File: config.mk
export PLATFORM = sky130hd
export DESIGN_NAME = ripple_adder4_reg
export DESIGN_NICKNAME = d
export VERILOG_FILES = /design/src/rtl/ripple_adder4_reg.sv
export SDC_FILE = /design/constraint.sdc
export NUM_CORES = 1
export LEC_CHECK = 0
export CAP_MARGIN = 20
export CELL_PAD_IN_SITES_DETAIL_PLACEMENT = 1
export CELL_PAD_IN_SITES_GLOBAL_PLACEMENT = 1
export CORE_MARGIN = 2
export CORE_UTILIZATION = 37
export CTS_CLUSTER_DIAMETER = 80
export DETAILED_ROUTE_END_ITERATION = 7
export PLACE_DENSITY_LB_ADDON = 0.1
export SYNTH_ARGS = -nofsm -noshare
export SYNTH_HDL_FRONTEND = slang
export SYNTH_SLANG_ARGS = --single-unit
File: constraint.sdc
create_clock -name clk -period 2.2 [get_ports clk]
set_input_delay 0.44 -clock clk [delete_from_list [all_inputs] [get_ports clk]]
set_output_delay 0.44 -clock clk [all_outputs]
set_load 0.05 [all_outputs]
File: src/rtl/ripple_adder4_reg.sv
// ripple_adder4_reg: registered ripple-carry adder with signed overflow.
//
// The adder is a chain of 1-bit full-adder cells. Each bit is built twice:
// once as a behavioural truth-table cell and once as a dataflow XOR/AND-OR
// cell. Both chains are compared on {cout, sum}, and disagreement is flagged.
// The reported result always comes from the behavioural chain.
//
// Parameters:
//   WIDTH     operand/sum width in bits (only 4 is verified)
//   CHECK_EN  1 = build the dataflow shadow chain and drive mismatch;
//             0 = mismatch is tied to 0
//
// Ports:
//   clk        rising-edge clock
//   rst_n      asynchronous active-low reset
//   in_valid   operands valid this cycle
//   a, b       operands, unsigned (two's complement for ovf)
//   cin        carry into bit 0
//   out_valid  result registers hold a captured operation
//   sum        registered (a + b + cin) mod 2^WIDTH
//   cout       registered carry out of the MSB
//   ovf        registered signed overflow (carry into MSB ^ carry out of MSB)
//   mismatch   registered disagreement between the two chains
module ripple_adder4_reg #(
  parameter int unsigned WIDTH    = 4,
  parameter int unsigned CHECK_EN = 1
) (
  input  logic             clk,
  input  logic             rst_n,
  input  logic             in_valid,
  input  logic [WIDTH-1:0] a,
  input  logic [WIDTH-1:0] b,
  input  logic             cin,
  output logic             out_valid,
  output logic [WIDTH-1:0] sum,
  output logic             cout,
  output logic             ovf,
  output logic             mismatch
);

  // Behavioural chain: each cell is a truth table on {a_i, b_i, c_i}.
  logic [WIDTH:0]   c_beh;
  logic [WIDTH-1:0] s_beh;

  always_comb begin
    c_beh    = '0;
    s_beh    = '0;
    c_beh[0] = cin;
    for (int i = 0; i < int'(WIDTH); i++) begin
      unique case ({a[i], b[i], c_beh[i]})
        3'b000: begin s_beh[i] = 1'b0; c_beh[i+1] = 1'b0; end
        3'b001: begin s_beh[i] = 1'b1; c_beh[i+1] = 1'b0; end
        3'b010: begin s_beh[i] = 1'b1; c_beh[i+1] = 1'b0; end
        3'b011: begin s_beh[i] = 1'b0; c_beh[i+1] = 1'b1; end
        3'b100: begin s_beh[i] = 1'b1; c_beh[i+1] = 1'b0; end
        3'b101: begin s_beh[i] = 1'b0; c_beh[i+1] = 1'b1; end
        3'b110: begin s_beh[i] = 1'b0; c_beh[i+1] = 1'b1; end
        3'b111: begin s_beh[i] = 1'b1; c_beh[i+1] = 1'b1; end
        default: begin s_beh[i] = 1'b0; c_beh[i+1] = 1'b0; end
      endcase
    end
  end

  // Signed overflow: carry into the MSB differs from carry out of it.
  logic ovf_beh;
  assign ovf_beh = c_beh[WIDTH-1] ^ c_beh[WIDTH];

  // Dataflow shadow chain, compared against the behavioural one.
  logic mismatch_comb;

  if (CHECK_EN != 0) begin : g_check
    logic [WIDTH:0]   c_df;
    logic [WIDTH-1:0] s_df;

    always_comb begin
      c_df    = '0;
      s_df    = '0;
      c_df[0] = cin;
      for (int i = 0; i < int'(WIDTH); i++) begin
        s_df[i]   = a[i] ^ b[i] ^ c_df[i];
        c_df[i+1] = (a[i] & b[i]) | (c_df[i] & (a[i] ^ b[i]));
      end
    end

    assign mismatch_comb = ({c_df[WIDTH], s_df} != {c_beh[WIDTH], s_beh});
  end else begin : g_no_check
    assign mismatch_comb = 1'b0;
  end

  // Result registers. A cycle without in_valid drops out_valid but keeps the
  // last captured result on the data outputs.
  logic             out_valid_q;
  logic [WIDTH-1:0] sum_q;
  logic             cout_q;
  logic             ovf_q;
  logic             mismatch_q;

  always_ff @(posedge clk or negedge rst_n) begin
    if (!rst_n) begin
      out_valid_q <= 1'b0;
      sum_q       <= '0;
      cout_q      <= 1'b0;
      ovf_q       <= 1'b0;
      mismatch_q  <= 1'b0;
    end else begin
      out_valid_q <= in_valid;
      if (in_valid) begin
        sum_q      <= s_beh;
        cout_q     <= c_beh[WIDTH];
        ovf_q      <= ovf_beh;
        mismatch_q <= mismatch_comb;
      end
    end
  end

  assign out_valid = out_valid_q;
  assign sum       = sum_q;
  assign cout      = cout_q;
  assign ovf       = ovf_q;
  assign mismatch  = mismatch_q;

endmodule

==> run metrics <==
status finished with violations; failing checks setup timing; drt first-iter violations 2; Max-slew headroom 66.5%; power density cells 571 nW/um2; Bufs and invs on worst path 2; overall routed net length 1.70 mm; later-pin clock latency in the skew report 0.24 ns; number of hold-slack violations in the final timing report 0; fraction of the mapped netlist area in simple logic gates 6.25%; Crit-path slowest cell sky130_fd_sc_hd__fa_2; routed vias 570; cell repeated most along the worst path sky130_fd_sc_hd__fa_2; count of max-cap constraint violations 0; fraction of synthesized cell area in xor and xnor cells 15.3%; Synth area leaders sky130_fd_sc_hd__dfrtp_1 (29%), sky130_fd_sc_hd__ha_1 (15%), sky130_fd_sc_hd__fa_1 (12%); number of distinct library cells after synthesis 21; global route overflow 0; DRC viols 0; post-layout worst setup margin -0.131 ns; final weighted congestion of routability-driven global placement 0.728; Routed Antenna Nets 0; cell accounting for the most synthesized area sky130_fd_sc_hd__dfrtp_1; crit share post-route 106%; overall die area 2200 um2; maximum clock path buffer count 2; Ant. Diodes 0; global-route wire length before repair 2.62 mm; proportion of netlist area held by the largest area contributor 29.4%; Port Buf Inserts 19; critical path cell sequence dlygate4sd2_1 -> inv_2 -> fa_2 -> fa_2 -> fa_2 -> xnor2_2 -> nor3_1 -> a31oi_1 -> o22a_1; required time at the worst-slack endpoint 2.33 ns; count of flip-flops with a built-in enable after synthesis 0; Pleak 0.509 nW; Main synth FF type sky130_fd_sc_hd__dfrtp_1; via count of the first global-routing pass 589; number of cells in the finished layout apart from fillers 128; number of antenna violations at the first check in global routing 0; share of flip-flops with an asynchronous set or reset after synthesis 100%; Clock Sink Count 8; commonest cells in the netlist sky130_fd_sc_hd__inv_1 (12), sky130_fd_sc_hd__xnor2_1 (9), sky130_fd_sc_hd__dfrtp_1 (8), sky130_fd_sc_hd__ha_1 (8); share of cells above drive strength 1 47.6%; Crit Path Category in -> reg; Cell Area, Placed 1050 um2; GRT Overall Usage 17.3%; number of pins exceeding their max-slew limit in the final report 0; Setup Viol. Count Final 1; synthesis-to-layout area growth 75.0%; transition time at the pin with the least slew margin 0.501 ns; Worst Path Max Fanout 2; Avg Inst Size Synth 10.2 um2; largest family of logic cells by synthesized area adder cells; clock buffers created by TritonCTS 3; worst hold-check path type in -> async; multiplexer fraction of the synthesized cell area 4.60%; initial core utilization 39.4%; post-placement cell count 124; Non-Filler Cell Area, Final 1190 um2; synthesized net count 91; maximum number of pins on one net before global-route repair 9; critical path startpoint category input port; smallest hold slack 0.475 ns; cell chosen for the clock root sky130_fd_sc_hd__clkbuf_4; final clock skew 0 ns; post-layout minimum cycle time 2.33 ns; CTS Hold Bufs 0; H-Tree Level Count 1; combined area of all synthesized cells 681 um2; share of the synthesized area in compound gates (AO/OA/AOI/OAI) 9.56%; type of destination of the critical path flip-flop; total number of placement rows 15; Final #Nets 129; clock tree from TritonCTS built; Yosys Warn Count 0; core region area 1730 um2; leading cell type by number of instances after synthesis sky130_fd_sc_hd__inv_1; I/O pin total 20; max incr delay on CP 0.55 ns; Seq cells post-synth 8; sequential element share of the synthesized area 29.4%; Detail Placement HPWL 1.21 mm; maximum vdd drop 0.295 mV; critical path data arrival time 2.46 ns; die outline width 46.9 um; floorplan die height 46.9 um; unrepaired setup endpoints after global routing true; post-synthesis cell count 67; pre-CTS setup slack -0.996 ns; routed len/inst 13.3 um; Top Family by Delay on Critical Path adder cells; average via count per standard cell 4.45; clock-pin slew on the worst setup and hold paths 0.05 ns; synthesized-area fraction occupied by adder cells 26.5%; layout filler cell count 189; router iterations before antenna repair 2; timing-limited maximum frequency 429 MHz
[state kept, by name, indices dropped and copies added (netlist names)]
signal / flops
out_valid: 1
cout: 1
ovf: 1
mismatch: 1
sum: 4
[layout by cell type (no fill, tap or decap), types with 2 or more instances in the layout]
| cell type | n |
|---|---|
| sky130_fd_sc_hd__a21oi_1 | 4 |
| sky130_fd_sc_hd__buf_4 | 12 |
| sky130_fd_sc_hd__buf_6 | 4 |
| sky130_fd_sc_hd__clkbuf_4 | 3 |
| sky130_fd_sc_hd__clkdlybuf4s50_1 | 14 |
| sky130_fd_sc_hd__dfrtp_1 | 8 |
| sky130_fd_sc_hd__dlygate4sd2_1 | 2 |
| sky130_fd_sc_hd__fa_2 | 3 |
| sky130_fd_sc_hd__ha_2 | 2 |
| sky130_fd_sc_hd__ha_4 | 5 |
| sky130_fd_sc_hd__inv_1 | 6 |
| sky130_fd_sc_hd__inv_2 | 6 |
| sky130_fd_sc_hd__nor2_1 | 4 |
| sky130_fd_sc_hd__nor2_4 | 2 |
| sky130_fd_sc_hd__xnor2_1 | 7 |
| sky130_fd_sc_hd__xnor2_2 | 3 |
[layer usage]
layer  global-route usage (%)  routed length [um]  vias up
li1                         -                   -      282
met5                        0                   0        -
met4                     6.67                   0        0
met1                     21.2                 703      275
met2                     30.7                 946       13
met3                     2.31                  54        0
[power by group]
group / internal (mW) / total, mW / leakage (nW) / switching, mW
registers: 0.170 / 0.182 / 0.0883 / 0.0121
clock network: 0.0622 / 0.108 / 0.0138 / 0.0463
logic: 0.183 / 0.389 / 0.407 / 0.206
[per-stage QoR]
stage,power (mW),utilization (%),TNS [ns]
4_1_cts,0.659,65.4,-0.264
2_1_floorplan,0.398,-,-0.202
5_1_grt,0.717,69.0,-0.463
6_report,0.680,69.0,-0.131
3_3_place_gp,0.518,60.9,-3.49
3_5_place_dp,0.528,60.9,-4.13
[what timing repair did]
item	4_1_cts	5_1_grt
gates resized for setup	33	14
buffers inserted	0	1
endpoints found under the setup margin	5	4
pin swaps	7	4
[worst paths after layout]
kind	slack, ns	start	cells after the start	endpoint
setup / recovery	-0.13	a[1]	9	mismatch$_DFFE_PN0P_
hold / removal	0.48	rst_n	1	sum[0]$_DFFE_PN0P_
setup reg to reg	1.45	cout$_DFFE_PN0P_	1	cout$_DFFE_PN0P_
hold reg to reg	0.52	cout$_DFFE_PN0P_	1	cout$_DFFE_PN0P_
max in group asynchronous	1.46	rst_n	1	out_valid$_DFF_PN0_
min in group clk	0.52	cout$_DFFE_PN0P_	1	cout$_DFFE_PN0P_
[cells by family after synthesis]
logic type,after synthesis
compound gates,9
simple gates,9
mux,3
fa+ha+maj,12
xor+xnor,11
buf+inv,15
flops,8
[layout make-up]
cell class / count / area, um2 / area share, %
tap: 25 / 31.3 / 2.63
multi-input combinational: 44 / 549 / 46.1
clock buffer: 3 / 22.5 / 1.89
sequential: 8 / 200 / 16.8
inverter: 14 / 60.1 / 5.04
timing repair buffer: 34 / 328 / 27.5
No activity file was read; power rests on OpenSTA's default activity.
